File: src/rtl/audio_decim_deemph.sv
// Boxcar decimator by 2^LOG2_DECIM feeding a single-entry valid/ready output register.
// Define AUDIO_DEEMPH_EN to include the first-order IIR de-emphasis filter ahead of the output.
module audio_decim_deemph #(
  parameter int LOG2_DECIM  = 3,
  parameter int ALPHA_SHIFT = 3
) (
  input  logic               clk,
  input  logic               rst,
  input  logic signed [15:0] data_i,
  input  logic               valid_i,
  output logic signed [15:0] data_o,
  output logic               valid_o,
  input  logic               ready_i,
  output logic               overflow_o
);

  localparam int AW = 16 + LOG2_DECIM;

  localparam logic [0:0] ST_EMPTY = 1'b0;
  localparam logic [0:0] ST_FULL  = 1'b1;

  if (LOG2_DECIM < 1 || LOG2_DECIM > 6) begin : g_bad_decim
    $error("audio_decim_deemph: LOG2_DECIM must be 1..6");
  end
  if (ALPHA_SHIFT < 1 || ALPHA_SHIFT > 8) begin : g_bad_alpha
    $error("audio_decim_deemph: ALPHA_SHIFT must be 1..8");
  end

  logic signed [15:0]    in_data_q;
  logic                  in_vld_q;
  logic signed [AW-1:0]  acc_q, acc_d, sum;
  logic [LOG2_DECIM-1:0] cnt_q, cnt_d;
  logic signed [15:0]    dec_q, dec_d;
  logic                  dec_vld_q, dec_vld_d;
  logic signed [15:0]    y_next;
  logic [0:0]            state_q, state_d;
  logic signed [15:0]    data_q, data_d;
  logic                  ovf_q, ovf_d;
  logic                  load, drop;

  // Capture register: the sample accepted at edge t is accumulated at t+1,
  // giving dec_vld after t+1 and valid_o after t+2.
  always_ff @(posedge clk) begin
    if (!rst) begin
      in_vld_q  <= 1'b0;
      in_data_q <= '0;
    end else begin
      in_vld_q  <= valid_i;
      in_data_q <= data_i;
    end
  end

  always_comb begin
    sum       = acc_q + {{LOG2_DECIM{in_data_q[15]}}, in_data_q};
    acc_d     = acc_q;
    cnt_d     = cnt_q;
    dec_d     = dec_q;
    dec_vld_d = 1'b0;
    if (in_vld_q) begin
      if (cnt_q == '1) begin
        // Slicing above the shift amount is the floor (arithmetic) shift.
        dec_d     = sum[LOG2_DECIM +: 16];
        acc_d     = '0;
        cnt_d     = '0;
        dec_vld_d = 1'b1;
      end else begin
        acc_d = sum;
        cnt_d = cnt_q + 1'b1;
      end
    end
  end

  always_ff @(posedge clk) begin
    if (!rst) begin
      acc_q     <= '0;
      cnt_q     <= '0;
      dec_q     <= '0;
      dec_vld_q <= 1'b0;
    end else begin
      acc_q     <= acc_d;
      cnt_q     <= cnt_d;
      dec_q     <= dec_d;
      dec_vld_q <= dec_vld_d;
    end
  end

  always_comb begin
    load    = dec_vld_q && ((state_q == ST_EMPTY) || ready_i);
    drop    = dec_vld_q && (state_q == ST_FULL) && !ready_i;
    state_d = state_q;
    data_d  = data_q;
    ovf_d   = ovf_q | drop;
    if (load) begin
      state_d = ST_FULL;
      data_d  = y_next;
    end else if ((state_q == ST_FULL) && ready_i) begin
      state_d = ST_EMPTY;
    end
  end

`ifdef AUDIO_DEEMPH_EN
  logic signed [15:0] y_q;
  logic signed [16:0] diff;
  logic signed [15:0] step;

  // y moves a 2^-ALPHA_SHIFT fraction toward dec; only committed when the sample is kept.
  always_comb begin
    diff   = {dec_q[15], dec_q} - {y_q[15], y_q};
    step   = 16'(diff >>> ALPHA_SHIFT);
    y_next = y_q + step;
  end

  always_ff @(posedge clk) begin
    if (!rst) begin
      y_q <= '0;
    end else if (load) begin
      y_q <= y_next;
    end
  end
`else
  always_comb begin
    y_next = dec_q;
  end
`endif

  always_ff @(posedge clk) begin
    if (!rst) begin
      state_q <= ST_EMPTY;
      data_q  <= '0;
      ovf_q   <= 1'b0;
    end else begin
      state_q <= state_d;
      data_q  <= data_d;
      ovf_q   <= ovf_d;
    end
  end

  assign data_o     = data_q;
  assign valid_o    = (state_q == ST_FULL);
  assign overflow_o = ovf_q;

endmodule

File: config.mk
export PLATFORM = sky130hd
export DESIGN_NAME = audio_decim_deemph
export DESIGN_NICKNAME = d
export VERILOG_FILES = /design/src/rtl/audio_decim_deemph.sv
export SDC_FILE = /design/constraint.sdc
export NUM_CORES = 1
export LEC_CHECK = 0
export ABC_AREA = 1
export BUFFER_PORTS_ARGS = -buffer_cell sky130_fd_sc_hd__buf_2
export CAP_MARGIN = 20
export CORE_MARGIN = 3
export CORE_UTILIZATION = 40
export CTS_CLUSTER_DIAMETER = 60
export DETAILED_ROUTE_END_ITERATION = 12
export PLACE_DENSITY = 0.57
export SYNTH_ARGS = -nofsm -noshare
export SYNTH_HDL_FRONTEND = slang
export SYNTH_SLANG_ARGS = --single-unit
File: constraint.sdc
create_clock -name clk -period 2.21 [get_ports clk]
set_input_delay 0.442 -clock clk [delete_from_list [all_inputs] [get_ports clk]]
set_output_delay 0.442 -clock clk [all_outputs]
set_load 0.01 [all_outputs]
==> run_results.csv <==
group,metric,value,unit
run_status,status,"complete, no violations",
critical_path,endpoint_kind,"register",
critical_path,reg2reg_slack,0.28,ns
critical_path,cp.required,2.46,ns
timing,tns,0,ns
synth,syn_nets,569,
global_routing,grt_pass1_wl,14.00,mm
floorplanning,ios,38,
pwr,ir_drop,0.3589,mV
floorplanning,fp.dieH,102.2,µm
critical_path,crit_family,"simple AND/OR/NAND/NOR gates",
timing,hold_viol,0,
timing,setup_violations,0,
clocking,cts_tree,"yes",
pwr,powerDensity,716.6,mW/mm²
placed_design,hpwl,6.045,mm
flow_run,drv_cap,0,
placed_design,io_buffers,37,
final_layout,fin_area,0.004278,mm²
critical_path,path_class,"reg -> reg",
floorplanning,fp.dieW,102.2,µm
clocking,cts_htree_levels,3,
synth,yosys.area.top_type,"dfxtp_1",
clocking,cts_resized,0,
final_layout,antenna_cells,0,
final_layout,multi_input_area,0.001876,mm²
route,drc,0,
clocking,cts.path.max_buffers,2,
floorplanning,die-area,0.01044,mm²
critical_path,critPathArrivalTime,2.18,ns
synth,synthTopCellsByArea,"dfxtp_1, nand2_1, nor2_1",
clocking,worstSkewPairLatency,0.35,ns
timing,worst_pin_slew,0.4522,ns
timing,slew_headroom,0.6967,
global_routing,antenna_found_initial,0,
final_layout,drive_gt1_frac,0.1501,
clocking,root_buffer,"clkbuf_8",
synth,synth_edf_count,0,
synth,ys_ff_latch,74,
route,first_iter_violations,127,
synth,yosysUniqueCellTypes,34,
pwr,p_leak,0.002255,µW
synth,yosys_warnings,0,
timing,report.final.slew_viol_count,0,
synth,synth_top_cell_area_share,0.4005,
critical_path,cp_max_fo,5,
clocking,ctsHoldBuffers,0,
critical_path,worstPathCellList,"ha_1 -> inv_1 -> fa_1 -> inv_1 -> nand3_1 -> nand2_2 -> nand2_2 -> nand2_4 -> nand3_2 -> nand2_1 -> nand2_1 -> nand2_1 -> nand2_1 -> nand2_1 -> inv_1",
global_routing,grt_overflow,0,
worst_hold_path,min_path_type,"in -> reg",
synth,yosys_most_used_dff,"dfxtp_1",
critical_path,slowest_delay,0.36,ns
synth,syn-instance-count,528,
placed_design,place.gp.congestion,0.8463,
global_routing,grt_start_max_net_pins,40,
synth,syn_area,0.003699,mm²
route,firstDrtPassIters,4,
placed_design,place_area,0.004013,mm²
floorplanning,initial_utilization,0.4180,
route,antenna_left,0,
clocking,cts.clk_slew.worst_paths,0.08,ns
synth,synth_seq_area_share,0.4005,
final_layout,final_nets,609,
floorplanning,rows,34,
route,routed_wl,8.120,mm
critical_path,startpoint_type,"register",
timing,rsz0062_at_grt,"no",
critical_path,crit_slowest_cell,"fa_1",
timing,fmaxAchievable,518.4,MHz
final_layout,seqCellArea,0.001481,mm²
route,routed_via_density,4.653,
final_layout,nFillCells,896,
clocking,cts_buffers,9,
timing,finalCritPeriodShare,0.8728,
final_layout,areaGrowthSynthToFinish,15.66,%
critical_path,crit_buf_inv,3,
floorplanning,coreArea,0.008848,mm²
clocking,cts.sinks,74,
timing,fin_skew,0.009416,ns
final_layout,final_util,0.4835,
global_routing,first_global_vias,3034,
synth,postSynth.asyncResetShare,0,
global_routing,grt_use_total,0.1709,
timing,timing.final.crit_period,1.929,ns
critical_path,cpMostUsedCell,"nand2_1",
synth,syn_area_per_cell,7.005,µm²
route,vias,3169,
route,wl_per_cell,11.92,µm
clocking,post_cts_buffers,0,
==> state kept, by name, indices dropped and copies added (netlist names) <==
signal	count
data_o	16
valid_o	1
in_data_q	16
cnt_q	3
dec_vld_q	1
in_vld_q	1
dec_q	16
acc_q	19
overflow_o	1
==> kinds of logic after synthesis <==
kind of cell / count (synthesis) / share of synthesized area
AO/OA/AOI/OAI: 77 / 0.1171
XOR/XNOR: 5 / 0.01184
adder cells (fa/ha/maj): 21 / 0.07307
buffers and inverters: 87 / 0.09236
flip-flops: 74 / 0.4005
AND/OR/NAND/NOR: 264 / 0.3051
==> final timing paths <==
| kind | start | end | depth (start not counted) |
|---|---|---|---|
| setup / recovery | acc_q[0] | dec_q[13] | 15 |
| hold / removal | data_i[8] | in_data_q[8] | 3 |
| setup reg to reg | acc_q[0] | dec_q[13] | 15 |
| hold reg to reg | overflow_o | overflow_o | 2 |
==> final cells by class <==
type	count	area share
timing repair buffer	44	0.05850
multi-input combinational	367	0.4384
tap	108	0.03159
inverter	72	0.06318
clock inverter	6	0.03217
clock buffer	10	0.02983
sequential	74	0.3463
==> metal layers <==
metal  up-vias  global-route usage  wire (µm)
li1       1726                   -          -
met1      1378              0.2319       4138
met2        50              0.2674       3551
met3        15             0.03345        260
met4         0             0.06862        171
met5         -                   0          0
==> layout by cell type (no fill, tap or decap) <==
cell type  instances
nand2_2           10
o21bai_1           2
inv_6              1
buf_12             1
ha_1              20
or2_1              4
o21ai_0           29
buf_2             37
dfxtp_1           74
inv_2              1
clkinv_1           2
bufinv_16          4
a21o_1             4
inv_1             69
nand2_4            1
and2_1             2
clkbuf_1           1
nand3b_1           2
nor2_1            73
xnor2_1            1
a21oi_2            4
fa_1               1
nand3b_2           1
a211oi_1           1
a21oi_1           33
nand3_1           21
nand3_2            7
o211ai_1           1
o211ai_2           1
nand2_1          141
a2bb2oi_1          1
clkbuf_8           9
clkinv_4           1
nor2_2             2
a31oi_1            1
buf_4              6
xor2_1             4
==> synth_stat cells, drive strengths merged (3+ instances only) <==
library cell    n
nand2         152
nor2           75
dfxtp          74
inv            70
a21oi          37
o21ai          29
nand3          28
ha             20
clkbuf          8
buf             7
a21o            4
or2             4
xor2            4
nand3b          3
==> worst reg2reg max path: stages (launching register included) <==
cell and delay [ns]:
dfxtp_1 0.34, ha_1 0.19, inv_1 0.06, fa_1 0.36, inv_1 0.12, nand3_1 0.09, nand2_2 0.12, nand2_2 0.07
nand2_4 0.08, nand3_2 0.08, nand2_1 0.08, nand2_1 0.06, nand2_1 0.06, nand2_1 0.04, nand2_1 0.06, inv_1 0.03
==> through the flow <==
step           total power, µW  hold WS [ns]  worst slack, ns  cells
2_1_floorplan             1609        0.4453           0.4612    528
3_3_place_gp              1691        0.4451           0.3480    665
3_5_place_dp              1695        0.4553           0.3075    665
4_1_cts                   3098        0.2556           0.2902    681
5_1_grt                   3196        0.2703          0.02742    681
6_report                  3065        0.2678           0.2811    681
==> power by group <==
group          leakage (µW)  internal, µW  switching [µW]  total, µW
clock network      0.000131           871             533       1400
registers          0.000602          1370            18.4       1390
logic               0.00152           102             173        275
(Power assumes the default switching activity.)
